<file path="src/rtl/pipe_ctrl_pkg.sv">
// Shared FSM state and next-PC select encodings for the pipeline hazard controller.
// Pure type/constant definitions, no logic.
package pipe_ctrl_pkg;

  typedef enum logic [1:0] {
    S_RST  = 2'd0,
    S_RUN  = 2'd1,
    S_MISS = 2'd2
  } state_e;

  localparam logic [1:0] NPC_SEQ  = 2'd0;
  localparam logic [1:0] NPC_BR   = 2'd1;
  localparam logic [1:0] NPC_PC4  = 2'd2;
  localparam logic [1:0] NPC_JALR = 2'd3;

endpackage

</file>
<file path="src/rtl/perf_counters.sv">
// Three wrapping performance counters with synchronous clear and per-counter enables.
// Counts update on the clock edge following an asserted enable.
module perf_counters #(
  parameter int CNT_W = 32
) (
  input  logic             clk,
  input  logic             rst,
  input  logic             br_inc,
  input  logic             misp_inc,
  input  logic             stall_inc,
  output logic [CNT_W-1:0] br_cnt,
  output logic [CNT_W-1:0] misp_cnt,
  output logic [CNT_W-1:0] stall_cnt
);

  logic [CNT_W-1:0] br_cnt_q, br_cnt_d;
  logic [CNT_W-1:0] misp_cnt_q, misp_cnt_d;
  logic [CNT_W-1:0] stall_cnt_q, stall_cnt_d;

  always_comb begin
    br_cnt_d    = br_cnt_q;
    misp_cnt_d  = misp_cnt_q;
    stall_cnt_d = stall_cnt_q;
    if (br_inc)    br_cnt_d    = br_cnt_q + 1'b1;
    if (misp_inc)  misp_cnt_d  = misp_cnt_q + 1'b1;
    if (stall_inc) stall_cnt_d = stall_cnt_q + 1'b1;
  end

  always_ff @(posedge clk) begin
    if (rst) begin
      br_cnt_q    <= '0;
      misp_cnt_q  <= '0;
      stall_cnt_q <= '0;
    end else begin
      br_cnt_q    <= br_cnt_d;
      misp_cnt_q  <= misp_cnt_d;
      stall_cnt_q <= stall_cnt_d;
    end
  end

  assign br_cnt    = br_cnt_q;
  assign misp_cnt  = misp_cnt_q;
  assign stall_cnt = stall_cnt_q;

endmodule

</file>
<file path="src/rtl/pipe_hazard_ctrl.sv">
// Stall/flush sequencer for the five-stage pipeline: load-use, mispredict, JAL/JALR, D-cache miss.
// Segment controls and NpcSel are combinational in the current cycle; state and counters are registered.
module pipe_hazard_ctrl
  import pipe_ctrl_pkg::*;
#(
  parameter int CNT_W = 32
) (
  input  logic             clk,
  input  logic             rst,
  input  logic [4:0]       Rs1D,
  input  logic [4:0]       Rs2D,
  input  logic [1:0]       RegReadD,
  input  logic             JalD,
  input  logic             PredictedD,
  input  logic [4:0]       RdE,
  input  logic             MemToRegE,
  input  logic [2:0]       BranchTypeE,
  input  logic             BranchE,
  input  logic             PredictedE,
  input  logic             JalrE,
  input  logic             DCacheMissM,
  input  logic             DCacheReadyM,
  output logic             StallF,
  output logic             StallD,
  output logic             FlushD,
  output logic             StallE,
  output logic             FlushE,
  output logic             StallM,
  output logic             FlushM,
  output logic             StallW,
  output logic             FlushW,
  output logic [1:0]       NpcSel,
  output logic [CNT_W-1:0] BrCnt,
  output logic [CNT_W-1:0] MispCnt,
  output logic [CNT_W-1:0] StallCnt
);

  state_e state_q, state_d;
  logic   br_e, misp, lu;

  assign br_e = (BranchTypeE != 3'd0);
  assign misp = br_e & (BranchE != PredictedE);
  assign lu   = MemToRegE & (RdE != 5'd0) &
                ((RegReadD[1] & (Rs1D == RdE)) | (RegReadD[0] & (Rs2D == RdE)));

  always_comb begin
    state_d = state_q;
    StallF  = 1'b0;
    StallD  = 1'b0;
    FlushD  = 1'b0;
    StallE  = 1'b0;
    FlushE  = 1'b0;
    StallM  = 1'b0;
    FlushM  = 1'b0;
    StallW  = 1'b0;
    FlushW  = 1'b0;
    NpcSel  = NPC_SEQ;
    case (state_q)
      S_RST: begin
        FlushD  = 1'b1;
        FlushE  = 1'b1;
        FlushM  = 1'b1;
        FlushW  = 1'b1;
        state_d = S_RUN;
      end
      S_RUN: begin
        // Any redirect squashes the dependent ID instruction, so it overrides a load-use stall.
        if (JalrE) begin
          FlushD = 1'b1;
          FlushE = 1'b1;
          NpcSel = NPC_JALR;
        end else if (misp) begin
          FlushD = 1'b1;
          FlushE = 1'b1;
          NpcSel = BranchE ? NPC_BR : NPC_PC4;
        end else if (lu) begin
          StallF = 1'b1;
          StallD = 1'b1;
          FlushE = 1'b1;
        end else if (JalD & ~PredictedD) begin
          FlushD = 1'b1;
        end
        if (DCacheMissM) state_d = S_MISS;
      end
      S_MISS: begin
        // Everything up to MEM freezes; WB takes bubbles so retired results are not replayed.
        StallF = 1'b1;
        StallD = 1'b1;
        StallE = 1'b1;
        StallM = 1'b1;
        FlushW = 1'b1;
        if (DCacheReadyM) state_d = S_RUN;
      end
      default: state_d = S_RST;
    endcase
  end

  always_ff @(posedge clk) begin
    if (rst) state_q <= S_RST;
    else     state_q <= state_d;
  end

  perf_counters #(.CNT_W(CNT_W)) u_perf_counters (
    .clk       (clk),
    .rst       (rst),
    .br_inc    ((state_q == S_RUN) & br_e),
    .misp_inc  ((state_q == S_RUN) & misp),
    .stall_inc (state_q == S_MISS),
    .br_cnt    (BrCnt),
    .misp_cnt  (MispCnt),
    .stall_cnt (StallCnt)
  );

endmodule

</file>
<file path="config.mk">
export PLATFORM = sky130hd
export DESIGN_NAME = pipe_hazard_ctrl
export DESIGN_NICKNAME = d
export VERILOG_FILES = /design/src/rtl/pipe_ctrl_pkg.sv /design/src/rtl/perf_counters.sv /design/src/rtl/pipe_hazard_ctrl.sv
export SDC_FILE = /design/constraint.sdc
export NUM_CORES = 1
export LEC_CHECK = 0
export ABC_AREA = 1
export BUFFER_PORTS_ARGS = -buffer_cell sky130_fd_sc_hd__buf_2
export CAP_MARGIN = 20
export CORE_ASPECT_RATIO = 0.5
export CORE_MARGIN = 8
export CORE_UTILIZATION = 55
export DETAILED_ROUTE_END_ITERATION = 10
export PLACE_DENSITY = 0.81
export SKIP_CTS_REPAIR_TIMING = 1
export SLEW_MARGIN = 10
export SYNTH_ARGS = -nofsm -noshare
export SYNTH_HDL_FRONTEND = slang
export SYNTH_SLANG_ARGS = --single-unit
</file>
<file path="constraint.sdc">
create_clock -name clk -period 2.16 [get_ports clk]
set_clock_uncertainty 0.05 [all_clocks]
set_input_delay 0.324 -clock clk [delete_from_list [all_inputs] [get_ports clk]]
set_output_delay 0.324 -clock clk [all_outputs]
set_load 0.02 [all_outputs]
</file>
==> results.tsv, run 1 <==
metric	value	unit
outcome	finished clean	
path_class	register to output pin	
grt_pass1_vias	5994	
max-cap-violations	0	
p_sw	0.001430	W
combPwrFrac	21.0	%
power.density	633.7	nW/um^2
clock-root-buffer	clkbuf_16	
timing.final.ws_setup	0.1233	ns
cts_max_level	3	
synthCells	979	
area_growth	19.05	%
clk_path_buf_depth	2	
clk_latency	0.34	ns
routed_via_density	5.153	
die_x	163.1	um
rows	26	
grt_pass1_wl	27410	um
port_buffers	135	
setup-violations-final	0	
slew_violations	0	
die-area	14600	um^2
cts.clk_slew.worst_paths	0.06	ns
grt_max_degree	37	
p_seq_share	42.6	%
hold_viol	0	
layout_commonest_cell	nand2_1	
post-dp-hpwl	12740	um
synth_area	5949	um^2
cp-start-kind	register	
cellLeakagePower	3.079	nW
pwr-share-clk	36.3	%
yosys.area.top_type	dfxtp_1	
dr.pass1.iters	5	
holdPathStages	3	
place_ws	0.2464	ns
ant_nets	0	
gp_congestion	0.9218	
finalCritPeriodShare	94.29	%
r2r_end	u_perf_counters.stall_cnt[24]	
swShare	31.86	%
max_freq	491.0	MHz
ir_worst_vdd	0.5469	mV
drt_iter0_drc	550	
synthesis.nets	1015	
power.total	0.004489	W
synth_area_leaders	dfxtp_1 33%, nand2_1 20%, nor2_1 11%	
most-common-layout-cells	312 x nand2_1, 175 x nor2_1, 135 x buf_2, 122 x inv_1, 98 x dfxtp_1	
yosysWarningCount	0	
drc	0	
synth.distinct_cells	38	
track_usage	22.56	%
cts_made_buffers	9	
io_pins	137	
core_region_area	10380	um^2
crit_required	1.79	ns
reg2reg_from	state_q[0]	
nNetsFinal	1149	
synth_area_per_cell	6.077	um^2
hold_end	state_q[0]	
n_fill_cell	936	
ff2ff_path_depth	8	
ys_seq_elements	98	
async_flop_share	0	%
critPathArrivalTime	1.66	ns
min-delay-start	DCacheMissM	
clock_sinks	98	
die_h	89.55	um
start_util	57.33	%
cp_max_fo	11	
antenna_found_initial	1	
synth_top_area_share	32.98	%
wl_per_cell	13.10	um
r2r_setup_slack	0.33	ns
cts_tree	yes	
synth_edf_count	0	
final_layout_size_suffix_gt1_share	18.07	%
p_int	0.003058	W
hold_class	input pin to register	
end_kind	output pin	
rsz0062_at_grt	false	
setup_tns	0	ns
vias	6488	
totalWireLength	16490	um
ys_seq_area_share	32.98	%
grt.overflow.total	0	
fin_crit	2.037	ns
synth_flop_cell	dfxtp_1	
[per-layer routing]
layer	routed length (um)	global-route usage (%)	part of all wire, %
met4	265	7.273	1.6
met5	0	0	0
met2	7772	39.84	47
met3	1275	4.412	7.7
met1	7181	27.52	44
[power by group through the flow]
stage	Combinational (W)	Clock [W]	Sequential (W)
after global placement	0.000904	0	0.00195
after detailed placement	0.000926	0	0.00195
after floorplan	0.000607	0	0.00198
final	0.000945	0.00163	0.00191
after global routing	0.00104	0.00174	0.00192
after CTS	0.000928	0.00166	0.00191
[sequential cells by signal (all words and copies together), names as in the netlist]
name / cells
u_perf_counters.stall_cnt: 32
u_perf_counters.misp_cnt: 32
state_q: 2
u_perf_counters.br_cnt: 32
[worst max-delay path by stage]
stage / from / to / slack, ns / depth (start not counted)
2_1_floorplan: state_q[0] / StallF / 0.02 / 6
3_3_place_gp: state_q[1] / StallD / 0.31 / 7
3_5_place_dp: state_q[0] / u_perf_counters.stall_cnt[24] / 0.25 / 8
4_1_cts: state_q[1] / StallD / -0.11 / 7
5_1_grt: state_q[1] / StallD / 0.05 / 7
6_report: state_q[0] / StallD / 0.12 / 5
[worst max-delay path, stage by stage (launching register included)]
cell	delay (ns)
dfxtp_1	0.34
inv_1	0.11
ha_2	0.33
inv_2	0.13
a21boi_1	0.21
buf_2	0.20
[cell usage after synthesis, types with 5 or more instances]
cell type / count
nand2_1: 312
nor2_1: 175
inv_1: 122
dfxtp_1: 98
a21oi_1: 55
nand3_1: 52
o21ai_0: 35
nand4_1: 19
nor3_1: 10
clkbuf_1: 8
nand2_2: 8
nor2_2: 8
nor2_4: 8
xor2_1: 8
ha_1: 6
buf_4: 5
nor3b_1: 5
xnor2_1: 5
[layout make-up]
cell class / instances / area (um^2) / area share [%]
clock buffer: 9 / 225.2 / 3.180
clock inverter: 7 / 77.57 / 1.095
multi-input combinational: 737 / 3436 / 48.51
inverter: 127 / 479.2 / 6.766
sequential: 98 / 1962 / 27.70
antenna: 1 / 2.502 / 0.03533
tap: 140 / 175.2 / 2.473
timing repair buffer: 140 / 725.7 / 10.25
[per-stage QoR]
step                util (%)  hold slack, ns  area [um^2]  std cells
detailed placement     65.17          0.4212         6763       1242
CTS                    68.09          0.2993         7066       1258
global route           68.25          0.3538         7083       1259
floorplan                  -          0.4240         5949        979
global placement       65.17          0.4114         6763       1242
finish                 68.25          0.3133         7083       1259
[cells by family (layout without fill, tap and decap cells)]
logic type | Yosys count | count (layout) | share of synthesized area (%)
buf+inv | 144 | 283 | 9.527
other cells | 1 | 2 | 0.06303
fa+ha+maj | 6 | 6 | 1.262
xor+xnor | 13 | 13 | 1.914
flops | 98 | 98 | 32.98
compound gates | 98 | 98 | 8.496
simple gates | 619 | 619 | 45.76
No activity file was read; power rests on OpenSTA's default activity.
==> run 2, diff against run 1 <==
Settings changed: CORE_MARGIN 8 to 1.5.
==> results.tsv, run 2 (synthesis results as in run 1) <==
metric	value	unit	change
port_buffers	135		unchanged
drt_iter0_drc	494		-10%
cts_max_level	3		unchanged
cp_slowest_cell	dfxtp_1		
layout_commonest_cell	nand2_1		
setup-violations-final	0		unchanged
finalCritPeriodShare	93.60	%	-0.69 points
nNetsFinal	1148		-0.087%
track_usage	28.09	%	+5.5 points
hold_class	input pin to register		
clk_path_buf_depth	2		unchanged
end_kind	output pin		
die_h	76.55	um	-15%
ant_nets	0		unchanged
core_region_area	10380	um^2	unchanged
drc	0		unchanged
dr.pass1.iters	5		unchanged
place_ws	0.2527	ns	+0.006243 ns
grt_pass1_vias	5905		-1.5%
max-cap-violations	0		unchanged
dp.cells	1241		-0.081%
io_pins	137		unchanged
most-common-layout-cells	312 x nand2_1, 175 x nor2_1, 135 x buf_2, 122 x inv_1, 98 x dfxtp_1		
cts_tree	yes		
routed_via_density	5.147		-0.12%
power.total	0.004598	W	+2.4%
final_layout_size_suffix_gt1_share	17.99	%	-0.073 points
die-area	11490	um^2	-21%
cts.clk_slew.worst_paths	0.07	ns	about the same
clock_sinks	98		unchanged
slew_violations	0		unchanged
cellLeakagePower	3.079	nW	about the same
antennaDiodeCount	0		-1
path_delay_family	buffers and inverters		
clock-root-buffer	clkbuf_16		
ir_worst_vdd	0.4306	mV	-21%
rsz0062_at_grt	false		
antenna_found_initial	0		-1
vias	6470		-0.28%
die_x	150.1	um	-8.0%
grt.overflow.total	0		unchanged
fin_crit	2.022	ns	-0.01490 ns
crit_chain	inv_1 -> ha_4 -> inv_1 -> nor2_1 -> nand3_1 -> a21boi_1 -> buf_2		
cp_slowest_stage_delay	0.32	ns	-0.02 ns
post-dp-hpwl	11850	um	-7.0%
timing.final.ws_setup	0.1382	ns	+0.01490 ns
totalWireLength	15510	um	-5.9%
gp_congestion	0.9292		+0.80%
crit_buf_inv	3		unchanged
max_freq	494.6	MHz	+0.74%
rows	26		unchanged
crit_required	1.79	ns	about the same
cp_max_fo	7		-4
dpl_cell_area	6743	um^2	-0.30%
grt_pass1_wl	26550	um	-3.1%
power.density	648.9	nW/um^2	+2.4%
clk_latency	0.35	ns	about the same
critPathArrivalTime	1.65	ns	about the same
final_area	7086	um^2	about the same
cts_made_buffers	9		unchanged
grt_max_degree	32		-14%
cp-start-kind	register		
area_growth	19.10	%	about the same
instances_no_fill	1257		-0.16%
outcome	finished clean		
path_class	register to output pin		
cpMostUsedCell	inv_1		
hold_ws	0.2846	ns	-0.02876 ns
start_util	57.33	%	unchanged
hold_viol	0		unchanged
wl_per_cell	12.34	um	-5.8%
## run 2: changes by cell type in the layout (fill, tap and decap cells not counted), sizes merged
cell    previous run  this run
diode              1         0
clkinv             4         3
bufinv             1         2
buf              140       139
## run 2: report_power, final
part           leakage [nW]  switching [W]  internal, W  total (W)
sequential            0.790      0.0000578      0.00186    0.00192
clock                 0.150       0.000738      0.00103    0.00176
combinational          2.14       0.000633     0.000286   0.000919
## run 2: cell type report
type | instances | area (um^2)
multi-input combinational | 737 | 3436
inverter | 127 | 479.2
tap | 140 | 175.2
fill | 968 | 3292
timing repair buffer | 139 | 705.7
clock buffer | 9 | 225.2
clock inverter | 7 | 102.6
sequential | 98 | 1962
## run 2: worst paths after layout
path / from / to / slack (ns) / depth (start not counted)
worst max-delay path: state_q[1] / StallF / 0.14 / 7
worst min-delay path: DCacheMissM / state_q[0] / 0.28 / 3
worst max register to register: state_q[0] / u_perf_counters.stall_cnt[28] / 0.30 / 8
worst min register to register: u_perf_counters.misp_cnt[6] / u_perf_counters.misp_cnt[6] / 0.44 / 2
## run 2: worst min-delay path, stage by stage
cell and delay, ns:
buf_2 0.07, o22ai_1 0.09, a21oi_1 0.15
## run 2: stage by stage
stage	setup TNS (ns)	util (%)
after CTS	-0.2475	68.13
after global routing	0	68.28
after detailed placement	0	64.97
final	0	68.28
after floorplan	0	-
after global placement	0	64.97
## run 2: routing by layer
| layer | track usage [%] | up-vias | share of wire, % |
|---|---|---|---|
| met5 | 0 | - | 0 |
| met4 | 5.980 | 0 | 0.84 |
| met3 | 6.168 | 16 | 6.5 |
| met2 | 48.12 | 205 | 47 |
| met1 | 36.11 | 2910 | 45 |
| li1 | - | 3339 | - |
==> run 3, diff against run 2 <==
Settings changed: CTS_BUF_LIST set to sky130_fd_sc_hd__clkbuf_2.
==> results.tsv, run 3 (synthesis results as in run 1) <==
metric	value	unit	change
ff2ff_path_depth	9		+1
cellLeakagePower	3.039	nW	-1.3%
route.met2.wl	7186	um	-1.7%
most-common-layout-cells	312 x nand2_1, 174 x nor2_1, 130 x buf_2, 120 x inv_1, 96 x dfxtp_1		
routed.top_layer	met4		
outcome	finished clean		
critPathArrivalTime	1.78	ns	+0.13 ns
clock_sinks	98		unchanged
holdPathStages	3		unchanged
wl_met3	996	um	-1.7%
max-cap-violations	0		unchanged
crit_required	1.79	ns	about the same
path_delay_family	flip-flops		
power.total	0.004049	W	-12%
rows	26		unchanged
reg2reg_from	state_q[0]		
cp-start-kind	register		
grt_pass1_vias	5849		-0.95%
clock-root-buffer	clkbuf_2		
grt.overflow.total	0		unchanged
post-dp-hpwl	11850	um	unchanged
ant_nets	0		unchanged
ir_worst_vdd	0.3326	mV	-23%
io_pins	137		unchanged
clk_latency	0.59	ns	+0.24 ns
r2r_setup_slack	0.32	ns	+0.02 ns
cts_made_buffers	9		unchanged
cp_max_fo	5		-2
clk_path_buf_depth	2		unchanged
cts.clk_slew.worst_paths	0.26	ns	+0.19 ns
core_region_area	10380	um^2	unchanged
layout_commonest_cell	nand2_1		
r2r_end	u_perf_counters.stall_cnt[24]		
cts_tree	yes		
vias	6424		-0.71%
crit_buf_inv	3		unchanged
drc	0		unchanged
port_buffers	135		unchanged
grt_pass1_wl	26160	um	-1.5%
hold_class	input pin to register		
min-delay-start	DCacheMissM		
instances_no_fill	1262		+0.40%
dr.pass1.iters	6		+1
slew_violations	0		unchanged
drt_iter0_drc	408		-17%
track_usage	27.75	%	-0.34 points
nNetsFinal	1153		+0.44%
totalWireLength	15410	um	-0.68%
crit_chain	inv_2 -> ha_4 -> inv_4 -> nor2_4 -> nand3_2 -> a21boi_2 -> buf_4		
cts_max_level	3		unchanged
final_layout_size_suffix_gt1_share	18.98	%	+0.99 points
hold_viol	0		unchanged
wl_per_cell	12.21	um	-1.1%
finalCritPeriodShare	99.79	%	+6.2 points
dp.cells	1241		unchanged
routed_via_density	5.090		-1.1%
die-area	11490	um^2	unchanged
path_class	register to output pin		
die_x	150.1	um	unchanged
met1Wirelength	7062	um	about the same
timing.final.ws_setup	0.004601	ns	-0.1336 ns
setup-violations-final	0		unchanged
cp_slowest_cell	dfxtp_2		
gp_congestion	0.9292		unchanged
max_freq	464.0	MHz	-6.2%
fin_util	67.46	%	-0.82 points
antennaDiodeCount	0		unchanged
place_ws	0.2527	ns	unchanged
grt_max_degree	32		unchanged
antenna_found_initial	0		unchanged
die_h	76.55	um	unchanged
rsz0062_at_grt	true		
start_util	57.33	%	unchanged
power.density	578.4	nW/um^2	-11%
hold_end	state_q[0]		
end_kind	output pin		
cp_slowest_stage_delay	0.38	ns	+0.06 ns
area_growth	17.67	%	
fin_crit	2.155	ns	+0.1336 ns
run 3: cell count changes in the layout (fill, tap and decap cells not counted), sizes merged:
| cell | delta |
|---|---|
| buf | +4 |
| dlygate4sd3 | +1 |
run 3: power by group:
group          internal (W)  total (W)  switching (W)
sequential          0.00187    0.00193      0.0000567
clock              0.000390    0.00106       0.000667
combinational      0.000387    0.00106       0.000676
total               0.00265    0.00405        0.00140
run 3: cell type report:
type / count / area, um^2
tap: 140 / 175.2
inverter: 127 / 481.7
sequential: 98 / 1964
multi-input combinational: 737 / 3470
timing repair buffer: 144 / 762.0
fill: 988 / 3377
clock buffer: 9 / 45.04
clock inverter: 7 / 102.6
run 3: per-layer routing:
metal | vias up | GRT usage [%]
li1 | 3343 | -
met1 | 2882 | 35.88
met2 | 180 | 47.11
met3 | 19 | 6.228
met4 | 0 | 6.078
met5 | - | 0
run 3: stage by stage:
step | setup TNS (ns) | hold WS, ns | instance area [um^2]
floorplan | 0 | 0.4240 | 5949
global placement | 0 | 0.4121 | 6743
detailed placement | 0 | 0.4252 | 6743
CTS | -1.696 | -0.006005 | 6890
global route | -0.5252 | 0.01166 | 7000
finish | 0 | 0.04099 | 7000
run 3: worst register-to-register path, cell delays in order, from the launching register on:
cell	delay (ns)
dfxtp_2	0.40
inv_1	0.13
ha_4	0.20
buf_4	0.14
nand3_2	0.07
or2_2	0.29
nor3_2	0.28
nand3_1	0.11
nand2_1	0.08
nor2_1	0.04
run 3: how the worst max path moves through the flow:
stage	startpoint	end	slack, ns	cells after the start
2_1_floorplan	state_q[0]	StallF	0.02	6
3_3_place_gp	state_q[1]	StallF	0.30	7
3_5_place_dp	state_q[1]	StallF	0.25	7
4_1_cts	state_q[1]	StallF	-0.43	7
5_1_grt	state_q[1]	StallD	-0.13	7
6_report	state_q[1]	StallD	0.005	7
